<file path="src/rtl/uart_tx_framer_if.sv">
// Word-in / serial-out signal bundle for the UART transmit framer.
// The source side uses master and the framer uses slave.
interface uart_tx_framer_if #(
    parameter int WIDTH = 32
);
    logic [WIDTH-1:0] P_DATA;
    logic             data_valid;
    logic             ready;
    logic             TX_OUT;
    logic             busy;
    logic             tx_done;

    modport master (
        output P_DATA, data_valid,
        input  ready, TX_OUT, busy, tx_done
    );

    modport slave (
        input  P_DATA, data_valid,
        output ready, TX_OUT, busy, tx_done
    );
endinterface

</file>
<file path="src/rtl/uart_tx_framer.sv">
// UART transmit framer: a one-word holding buffer feeds a start/data/stop serialiser.
// Frames run back-to-back with no idle gap whenever the buffer is already full.
module uart_tx_framer #(
    parameter int WIDTH        = 32,
    parameter int CLKS_PER_BIT = 1
) (
    input  logic              clk,
    input  logic              rst,
    uart_tx_framer_if.slave   bus
);
    localparam int CW = $clog2(CLKS_PER_BIT + 1);
    localparam logic [CW-1:0] BIT_LAST  = CW'(CLKS_PER_BIT - 1);
    localparam logic [5:0]    DATA_LAST = 6'(WIDTH - 1);

    localparam logic [1:0] IDLE  = 2'd0;
    localparam logic [1:0] START = 2'd1;
    localparam logic [1:0] DATA  = 2'd2;
    localparam logic [1:0] STOP  = 2'd3;

    logic [1:0]       state_reg, state_next;
    logic [WIDTH-1:0] hold_data_reg;
    logic             hold_full_reg, hold_full_next;
    logic [WIDTH-1:0] shift_reg, shift_next;
    logic [CW-1:0]    bit_cnt_reg, bit_cnt_next;
    logic [5:0]       data_cnt_reg, data_cnt_next;
    logic             tx_reg;
    logic             tx_done_reg;
    logic             accept;
    logic             load;
    logic             bit_end;

    assign accept  = bus.data_valid && !hold_full_reg;
    assign bit_end = (bit_cnt_reg == BIT_LAST);

    always_comb begin
        state_next    = state_reg;
        shift_next    = shift_reg;
        bit_cnt_next  = bit_cnt_reg;
        data_cnt_next = data_cnt_reg;
        load          = 1'b0;
        case (state_reg)
            IDLE: begin
                if (hold_full_reg) begin
                    load          = 1'b1;
                    state_next    = START;
                    bit_cnt_next  = '0;
                    data_cnt_next = '0;
                end
            end
            START: begin
                if (bit_end) begin
                    state_next   = DATA;
                    bit_cnt_next = '0;
                end else begin
                    bit_cnt_next = bit_cnt_reg + 1'b1;
                end
            end
            DATA: begin
                if (bit_end) begin
                    bit_cnt_next = '0;
                    shift_next   = shift_reg >> 1;
                    if (data_cnt_reg == DATA_LAST) begin
                        state_next = STOP;
                    end else begin
                        data_cnt_next = data_cnt_reg + 6'd1;
                    end
                end else begin
                    bit_cnt_next = bit_cnt_reg + 1'b1;
                end
            end
            default: begin
                if (bit_end) begin
                    bit_cnt_next = '0;
                    if (hold_full_reg) begin
                        // Chain straight into the next start bit.
                        load          = 1'b1;
                        state_next    = START;
                        data_cnt_next = '0;
                    end else begin
                        state_next = IDLE;
                    end
                end else begin
                    bit_cnt_next = bit_cnt_reg + 1'b1;
                end
            end
        endcase
        if (load) begin
            shift_next = hold_data_reg;
        end
    end

    // A load and an accept on the same edge leave the buffer full with the new word.
    assign hold_full_next = (hold_full_reg && !load) || accept;

    always_ff @(posedge clk or negedge rst) begin
        if (!rst) begin
            state_reg     <= IDLE;
            hold_data_reg <= '0;
            hold_full_reg <= 1'b0;
            shift_reg     <= '0;
            bit_cnt_reg   <= '0;
            data_cnt_reg  <= '0;
            tx_reg        <= 1'b1;
            tx_done_reg   <= 1'b0;
        end else begin
            state_reg     <= state_next;
            hold_full_reg <= hold_full_next;
            shift_reg     <= shift_next;
            bit_cnt_reg   <= bit_cnt_next;
            data_cnt_reg  <= data_cnt_next;
            if (accept) begin
                hold_data_reg <= bus.P_DATA;
            end
            // Line and done flag are registered from the current state, so they trail it by one cycle.
            case (state_reg)
                START:   tx_reg <= 1'b0;
                DATA:    tx_reg <= shift_reg[0];
                default: tx_reg <= 1'b1;
            endcase
            tx_done_reg <= (state_reg == STOP) && bit_end;
        end
    end

    assign bus.ready   = !hold_full_reg;
    assign bus.busy    = (state_reg != IDLE) || hold_full_reg;
    assign bus.TX_OUT  = tx_reg;
    assign bus.tx_done = tx_done_reg;
endmodule

</file>
<file path="src/flat_wrapper.sv">
// flat-port wrapper written by rule: the top's interface ports become plain ports
module uart_tx_framer_flat 
#(
    parameter int WIDTH        = 32,
    parameter int CLKS_PER_BIT = 1
)
  (clk, rst, bus_P_DATA, bus_data_valid, bus_ready, bus_TX_OUT, bus_busy, bus_tx_done);
  uart_tx_framer_if #(.WIDTH(WIDTH)) bus_i ();
  input  logic clk;
  input  logic rst;
  input wire logic [$bits(bus_i.P_DATA)-1:0] bus_P_DATA;
  input wire logic [$bits(bus_i.data_valid)-1:0] bus_data_valid;
  output wire logic [$bits(bus_i.ready)-1:0] bus_ready;
  output wire logic [$bits(bus_i.TX_OUT)-1:0] bus_TX_OUT;
  output wire logic [$bits(bus_i.busy)-1:0] bus_busy;
  output wire logic [$bits(bus_i.tx_done)-1:0] bus_tx_done;
  assign bus_i.P_DATA = bus_P_DATA;
  assign bus_i.data_valid = bus_data_valid;
  assign bus_ready = bus_i.ready;
  assign bus_TX_OUT = bus_i.TX_OUT;
  assign bus_busy = bus_i.busy;
  assign bus_tx_done = bus_i.tx_done;
  uart_tx_framer #(.WIDTH(WIDTH), .CLKS_PER_BIT(CLKS_PER_BIT)) u_core (.clk(clk), .rst(rst), .bus(bus_i));
endmodule
</file>
<file path="config.mk">
export PLATFORM = sky130hd
export DESIGN_NAME = uart_tx_framer_flat
export DESIGN_NICKNAME = d
export VERILOG_FILES = /design/src/rtl/uart_tx_framer_if.sv /design/src/rtl/uart_tx_framer.sv /design/src/flat_wrapper.sv
export SDC_FILE = /design/constraint.sdc
export NUM_CORES = 1
export LEC_CHECK = 0
export CORE_ASPECT_RATIO = 0.9
export CORE_UTILIZATION = 55
export DETAILED_ROUTE_END_ITERATION = 8
export PLACE_DENSITY_LB_ADDON = 0.08
export SYNTH_ARGS = -nofsm -noshare
export SYNTH_HDL_FRONTEND = slang
export SYNTH_SLANG_ARGS = --single-unit
</file>
<file path="constraint.sdc">
create_clock -name clk -period 2 [get_ports clk]
set_clock_uncertainty 0.1 [all_clocks]
set_input_delay 0.2 -clock clk [delete_from_list [all_inputs] [get_ports clk]]
set_output_delay 0.2 -clock clk [all_outputs]
set_load 0.05 [all_outputs]
</file>
==> results of run 1 <==
==> layout make-up <==
class / instances / area [sq um] / area share, %
sequential: 75 / 1880 / 46.9
inverter: 4 / 15.0 / 0.375
timing repair buffer: 45 / 453 / 11.3
clock buffer: 13 / 179 / 4.47
tap: 70 / 87.6 / 2.19
multi-input combinational: 173 / 1330 / 33.1
clock inverter: 3 / 67.6 / 1.69
==> layer usage <==
metal / vias to the layer above / track usage, %
met5: - / 0
met4: 0 / 10.3
met3: 13 / 6.25
met2: 37 / 32.1
met1: 1047 / 25.5
li1: 1022 / -
==> placed cells by master, fill, tap and decap left out, drive strengths merged, types with 2 or more instances in the layout <==
master | synthesis | layout
a21oi | 32 | 32
a22o | 2 | 2
buf | 15 | 9
bufinv | 0 | 2
clkbuf | 2 | 13
clkdlybuf4s50 | 0 | 35
dfrtp | 74 | 74
ha | 5 | 5
inv | 4 | 4
mux2 | 34 | 34
mux2i | 31 | 31
nand2 | 6 | 6
nand3b | 2 | 2
nand4 | 2 | 2
nor2 | 35 | 35
nor2b | 2 | 2
nor3 | 2 | 2
o21ai | 4 | 4
==> kinds of logic after synthesis <==
kind of cell	after synthesis	share of synthesized area, %
AOI/OAI and AO/OA	48	8.51
adders and majority gates	5	1.91
buffers and inverters	21	2.94
DFF	75	57.3
muxes	65	21.3
and+or+nand+nor	55	8.09
==> per-stage QoR <==
stage          util, %  instance area (sq um)  hold WS, ns
2_1_floorplan        -                   3280       -0.196
3_3_place_gp      65.5                   3750        0.101
3_5_place_dp      65.5                   3750        0.105
4_1_cts           70.0                   4010        0.268
5_1_grt           70.0                   4010        0.296
6_report          70.0                   4010        0.258
==> where the power goes <==
| part | internal [mW] | switching, mW |
|---|---|---|
| clock | 0.839 | 0.543 |
| sequential | 2.27 | 0.428 |
| combinational | 1.25 | 1.30 |
==> worst paths after layout <==
check / endpoint / slack, ns / cells past startpoint
min in group clk: u_core.hold_data_reg[31] / 0.35 / 3
worst max-delay path: bus_TX_OUT / 0.05 / 1
worst min-delay path: u_core.data_cnt_reg[5] / 0.26 / 2
worst max register to register: u_core.shift_reg[25] / 0.26 / 5
worst min register to register: u_core.hold_data_reg[30] / 0.41 / 1
max in group asynchronous: u_core.shift_reg[6] / 0.97 / 3
==> repair_timing <==
item | 4_1_cts | 5_1_grt
endpoints found under the hold margin | 36 | 0
setup endpoints to repair | 0 | 0
hold buffers | 1 | 0
buffers inserted | 0 | 0
==> out/qor.log, run 1 <==
INFO  status         outcome=complete, no violations
INFO  grt            grt_max_degree=39
INFO  layout         stdcell_count=383
INFO  routing        detail_route.first_pass.iterations=4
INFO  power_and_ir_drop powerDensity=1660nW/um^2
INFO  sta            fmaxAchievable=512MHz
INFO  setup_path     crit_path_start=u_core.bus.TX_OUT
INFO  synth          synth.lib_cells_used.distinct=36
INFO  setup_path     timing.critical_path.max_delay_family=buffers and inverters
INFO  power_and_ir_drop peakVddDrop=0.867mV
INFO  flow_run       maxCapViolCount=0
INFO  power_and_ir_drop total_leakage_power=1.74nW
INFO  placement      dp_hpwl=3580um
INFO  layout         fraction_of_layout_instances_using_a_drive_strength_above_1=21.1%
INFO  routing        remaining_drc_errors=0
INFO  sta            timing.slew.headroom=66.9%
INFO  synth          leading_cell_type_by_number_of_instances_after_synthesis=sky130_fd_sc_hd__dfrtp_1
INFO  placement      gp_congestion=0.746
INFO  setup_path     rr_startpoint=u_core.state_reg[0]
INFO  clock_tree     cts_root_buffer=sky130_fd_sc_hd__clkbuf_8
INFO  clock_tree     ctsResizeCount=0
INFO  synth          yosys.area.top_type=sky130_fd_sc_hd__dfrtp_1
INFO  placement      post-place-cells=366
INFO  hold_path      worstHoldPathType=in2async
INFO  setup_path     critical_path_arrival=1.65ns
INFO  sta            timing_hold_violations_final=0
INFO  grt            grt_pass1_wl=9650um
INFO  grt            overflow=0
INFO  routing        detail_route.vias_per_cell=5.53
INFO  setup_path     critical_path_peak_fanout=1
INFO  sta            slew_viol_final=0
INFO  synth          synth.yosys.seq_area_share=57.3%
INFO  setup_path     cp_data_required_time=1.70ns
INFO  setup_path     cpPeakStageDelay=0.79ns
INFO  sta            final_min_period_over_clock_period=97.6%
INFO  setup_path     cell_with_the_largest_stage_delay_on_the_worst_path=sky130_fd_sc_hd__clkdlybuf4s50_1
INFO  placement      place.port_buffers=38
INFO  routing        detail_route.wirelength=5550um
INFO  floorplanning  die_area=6270squm
INFO  routing        detailedRoute.firstIterationViolations=62
INFO  setup_path     critical_setup_path_class=reg2out
INFO  routing        routed-wl-met2=2570um
INFO  floorplanning  fp-row-count=26
INFO  synth          yosys.area.top_type_share=56.5%
INFO  layout         area.growth.synth_to_final=22.2%
INFO  placement      dp_slack=0.259ns
INFO  routing        drt-wirelength-per-cell=14.5um
INFO  synth          synthFlopType=sky130_fd_sc_hd__dfrtp_1
INFO  sta            slew_at_the_pin_closest_to_its_max_slew_limit=0.497ns
INFO  synth          mean_syn_cell_area=12.2squm
INFO  synth          ys_warn_count=0
INFO  floorplanning  dieWidth=83.4um
INFO  synth          post_synth_most_frequent_cells=sky130_fd_sc_hd__dfrtp_1, sky130_fd_sc_hd__nor2_1, sky130_fd_sc_hd__mux2_2
INFO  clock_tree     cts_sinks=75
INFO  synth          synth.area.top_cells=sky130_fd_sc_hd__dfrtp_1, sky130_fd_sc_hd__mux2_2, sky130_fd_sc_hd__mux2i_1
INFO  routing        detail_route.wirelength.met1=2660um
INFO  synth          synthArstFlopShare=100%
INFO  floorplanning  initial_core_util=57.3%
INFO  layout         number_of_fill_cells=457
INFO  synth          netlist_area=3280squm
INFO  synth          syn_inst=269
INFO  routing        ant_nets=0
INFO  routing        met3_wirelength=207um
INFO  setup_path     crit_chain=clkdlybuf4s50_1
INFO  setup_path     cp-end-kind=primary output
INFO  sta            finalWorstSetupSlack=0.0484ns
INFO  sta            post-route-min-period=1.95ns
INFO  sta            setup_viol_count_final=0
INFO  synth          synth_seq_cells=75
INFO  routing        num_vias=2119
INFO  clock_tree     cts_made_buffers=9
INFO  sta            rsz0062_at_grt=false
INFO  grt            groute.usage.overall=20.2%
INFO  clock_tree     cts_buffer_depth=2
INFO  setup_path     worst-path-buf-inv=1
INFO  clock_tree     tritoncts=built
INFO  floorplanning  fp.dieH=75.2um
INFO  layout         num_antenna_cells=0
INFO  grt            grt_antenna_before_repair=0
INFO  synth          synthesis.nets=309
INFO  floorplanning  top_level_ports=39
INFO  setup_path     crit_path_start_kind=flip-flop
INFO  clock_tree     cts_max_level=3
INFO  layout         nNetsFinal=348
INFO  clock_tree     cts.clk_slew.worst_paths=0.07ns
INFO  clock_tree     insertion_delay=0.35ns
INFO  sta            setup-tns-final=0ns
INFO  floorplanning  floorplan.core_area=5730squm
INFO  power_and_ir_drop total_power=6.63mW
INFO  routing        topRoutingLayerUsed=met4
INFO  synth          synth_enable_flop_cells=0
INFO  grt            via_count_of_the_first_global_routing_pass=2073
(Power assumes the default switching activity.)
==> inputs of run 2 (changes only) <==
- CORE_UTILIZATION: 55 -> 50
- clock period: 2 -> 1.6 ns (I/O delays scaled with it)
==> out/qor.log, run 2 (synthesis gave the netlist of run 1 again) <==
INFO  sta            final_min_period_over_clock_period=100%
INFO  sta            slew_viol_final=0 [unchanged]
INFO  placement      placed_area=3930squm [+4.8%]
INFO  routing        detail_route.first_pass.iterations=4 [unchanged]
INFO  setup_path     cpPeakStageDelay=0.42ns [-0.37 ns]
INFO  layout         final_core_utilization=71.7% [+1.7 points]
INFO  floorplanning  fp-row-count=27 [+3.8%]
INFO  layout         stdcell_count=419 [+9.4%]
INFO  power_and_ir_drop total_power=9.71mW [+46%]
INFO  sta            hold_ws=0.171ns [-0.0877 ns]
INFO  layout         area.growth.synth_to_final=35.9%
INFO  setup_path     timing.critical_path.max_delay_family=buffers and inverters
INFO  layout         num_antenna_cells=0 [unchanged]
INFO  setup_path     crit_path_start=u_core.state_reg[0]
INFO  routing        num_vias=2227 [+5.1%]
INFO  status         failing_checks=negative setup slack
INFO  floorplanning  top_level_ports=39 [unchanged]
INFO  routing        detailedRoute.firstIterationViolations=79 [+27%]
INFO  sta            timing.slew.headroom=76.5% [+9.6 points]
INFO  power_and_ir_drop powerDensity=2180nW/um^2 [+32%]
INFO  grt            grt_antenna_before_repair=0 [unchanged]
INFO  floorplanning  initial_core_util=52.7% [-4.5 points]
INFO  grt            overflow=0 [unchanged]
INFO  layout         number_of_fill_cells=481 [+5.3%]
INFO  setup_path     cp-end-kind=flip-flop
INFO  grt            via_count_of_the_first_global_routing_pass=2134 [+2.9%]
INFO  sta            setup-tns-final=-0.00706ns [-0.00706 ns]
INFO  grt            grt_pass1_wl=10200um [+5.5%]
INFO  routing        remaining_drc_errors=0 [unchanged]
INFO  sta            finalWorstSetupSlack=-0.00469ns [-0.0531 ns]
INFO  hold_path      worstHoldPathType=in2async
INFO  flow_run       maxCapViolCount=0 [unchanged]
INFO  layout         register_area=1880squm [about the same]
INFO  placement      dp_hpwl=3670um [+2.4%]
INFO  setup_path     crit_chain=buf_4, ha_4, o21ai_4, buf_6, buf_12, buf_16, a21oi_1
INFO  grt            groute.usage.overall=19.6% [-0.63 points]
INFO  sta            timing_hold_violations_final=0 [unchanged]
INFO  sta            post-route-min-period=1.60ns
INFO  layout         layout.cells.most_common_list=sky130_fd_sc_hd__dfrtp_1, sky130_fd_sc_hd__nor2_1, sky130_fd_sc_hd__clkdlybuf4s50_1
INFO  floorplanning  dieWidth=87.4um [+4.8%]
INFO  grt            grt_max_degree=38 [-2.6%]
INFO  routing        detail_route.wirelength=6510um [+17%]
INFO  clock_tree     cts_buffer_depth=2 [unchanged]
INFO  setup_path     critical_setup_path_class=reg2reg
INFO  clock_tree     cts_max_level=3 [unchanged]
INFO  layout         multi_input_comb_area=1400squm [+5.9%]
INFO  power_and_ir_drop total_leakage_power=1.94nW [+11%]
INFO  routing        drt-wirelength-per-cell=15.5um [+7.1%]
INFO  setup_path     worst-path-buf-inv=4 [+3]
INFO  routing        detail_route.vias_per_cell=5.32 [-3.9%]
INFO  sta            setup_viol_count_final=3 [+3]
INFO  setup_path     cell_with_the_largest_stage_delay_on_the_worst_path=sky130_fd_sc_hd__dfrtp_1
INFO  clock_tree     insertion_delay=0.34ns [about the same]
INFO  placement      gp_congestion=0.735 [-1.5%]
INFO  routing        ant_nets=0 [unchanged]
INFO  floorplanning  floorplan.core_area=6220squm [+8.6%]
INFO  setup_path     critical_path_arrival=1.72ns [+0.07 ns]
INFO  setup_path     critical_path_peak_fanout=14 [+13]
INFO  sta            rsz0062_at_grt=true
INFO  power_and_ir_drop peakVddDrop=0.952mV [+9.8%]
INFO  placement      post-place-cells=389 [+6.3%]
INFO  clock_tree     cts_made_buffers=9 [unchanged]
INFO  clock_tree     cts_root_buffer=sky130_fd_sc_hd__clkbuf_8
INFO  floorplanning  fp.dieH=78.8um [+4.8%]
INFO  layout         nNetsFinal=368 [+5.7%]
INFO  clock_tree     cts.clk_slew.worst_paths=0.07ns [about the same]
INFO  placement      dp_slack=-0.0382ns [-0.297 ns]
INFO  placement      place.port_buffers=38 [unchanged]
INFO  clock_tree     cts_sinks=75 [unchanged]
INFO  layout         fraction_of_layout_instances_using_a_drive_strength_above_1=29.2% [+8.1 points]
INFO  setup_path     crit_path_start_kind=flip-flop
INFO  layout         layout.cells.most_common=sky130_fd_sc_hd__dfrtp_1
INFO  layout         post-route-cell-area=4460squm [+11%]
INFO  setup_path     cp_data_required_time=1.72ns [+0.02 ns]
INFO  clock_tree     tritoncts=built
INFO  floorplanning  die_area=6880squm [+9.7%]
INFO  setup_path     rr_startpoint=u_core.state_reg[0]
INFO  status         outcome=complete, but fails checks
INFO  sta            slew_at_the_pin_closest_to_its_max_slew_limit=0.353ns [-0.144 ns]
INFO  sta            fmaxAchievable=623MHz
run 2: changes by cell type in the layout (fill, tap and decap cells not counted), sizes merged:
cell,before,now
clkinv,0,2
inv,4,3
clkdlybuf4s50,35,33
clkbuf,13,14
buf,9,27
bufbuf,0,1
run 2: report_power, final:
part	internal, mW	switching (mW)	leakage (nW)	total, mW
logic	2.64	2.12	0.950	4.76
clock network	0.955	0.661	0.115	1.62
registers	2.85	0.484	0.871	3.33
total	6.44	3.27	1.94	9.71
run 2: final timing paths:
| path | end | slack, ns | cells after the start |
|---|---|---|---|
| worst max-delay path | u_core.shift_reg[14] | -0.005 | 7 |
| worst min-delay path | u_core.data_cnt_reg[4] | 0.17 | 2 |
| worst max register to register | u_core.shift_reg[14] | -0.005 | 7 |
| worst min register to register | u_core.hold_data_reg[27] | 0.41 | 1 |
| max in group asynchronous | u_core.shift_reg[14] | 0.67 | 3 |
| min in group clk | u_core.hold_data_reg[31] | 0.31 | 3 |
run 2: layout make-up:
class / instances / share of cell area [%]
Clock buffer: 11 / 3.40
Timing Repair Buffer: 65 / 18.4
Sequential cell: 75 / 42.2
Multi-Input combinational cell: 173 / 31.5
Tap cell: 87 / 2.44
Clock inverter: 4 / 1.66
Inverter: 4 / 0.421
run 2: layer usage:
| metal | part of all wire [%] | GRT usage (%) | routed length [um] |
|---|---|---|---|
| met1 | 44 | 25.3 | 2890 |
| met2 | 51 | 31.0 | 3320 |
| met3 | 3.6 | 6.24 | 231 |
| met4 | 0.95 | 6.89 | 62 |
| met5 | 0 | 0 | 0 |
run 2: timing repair:
action	CTS	global route
pin swaps	2	2
gates resized for setup	7	8
setup buffers	5	5
gates cloned	2	3
setup endpoints to repair	30	36
hold buffers	1	0
endpoints found under the hold margin	58	0
==> inputs of run 3 (changes only) <==
- CTS_CLUSTER_SIZE: unset -> 16
==> results of run 3 <==
Same layout as run 2: the final DEF is identical, and so are final timing and power.
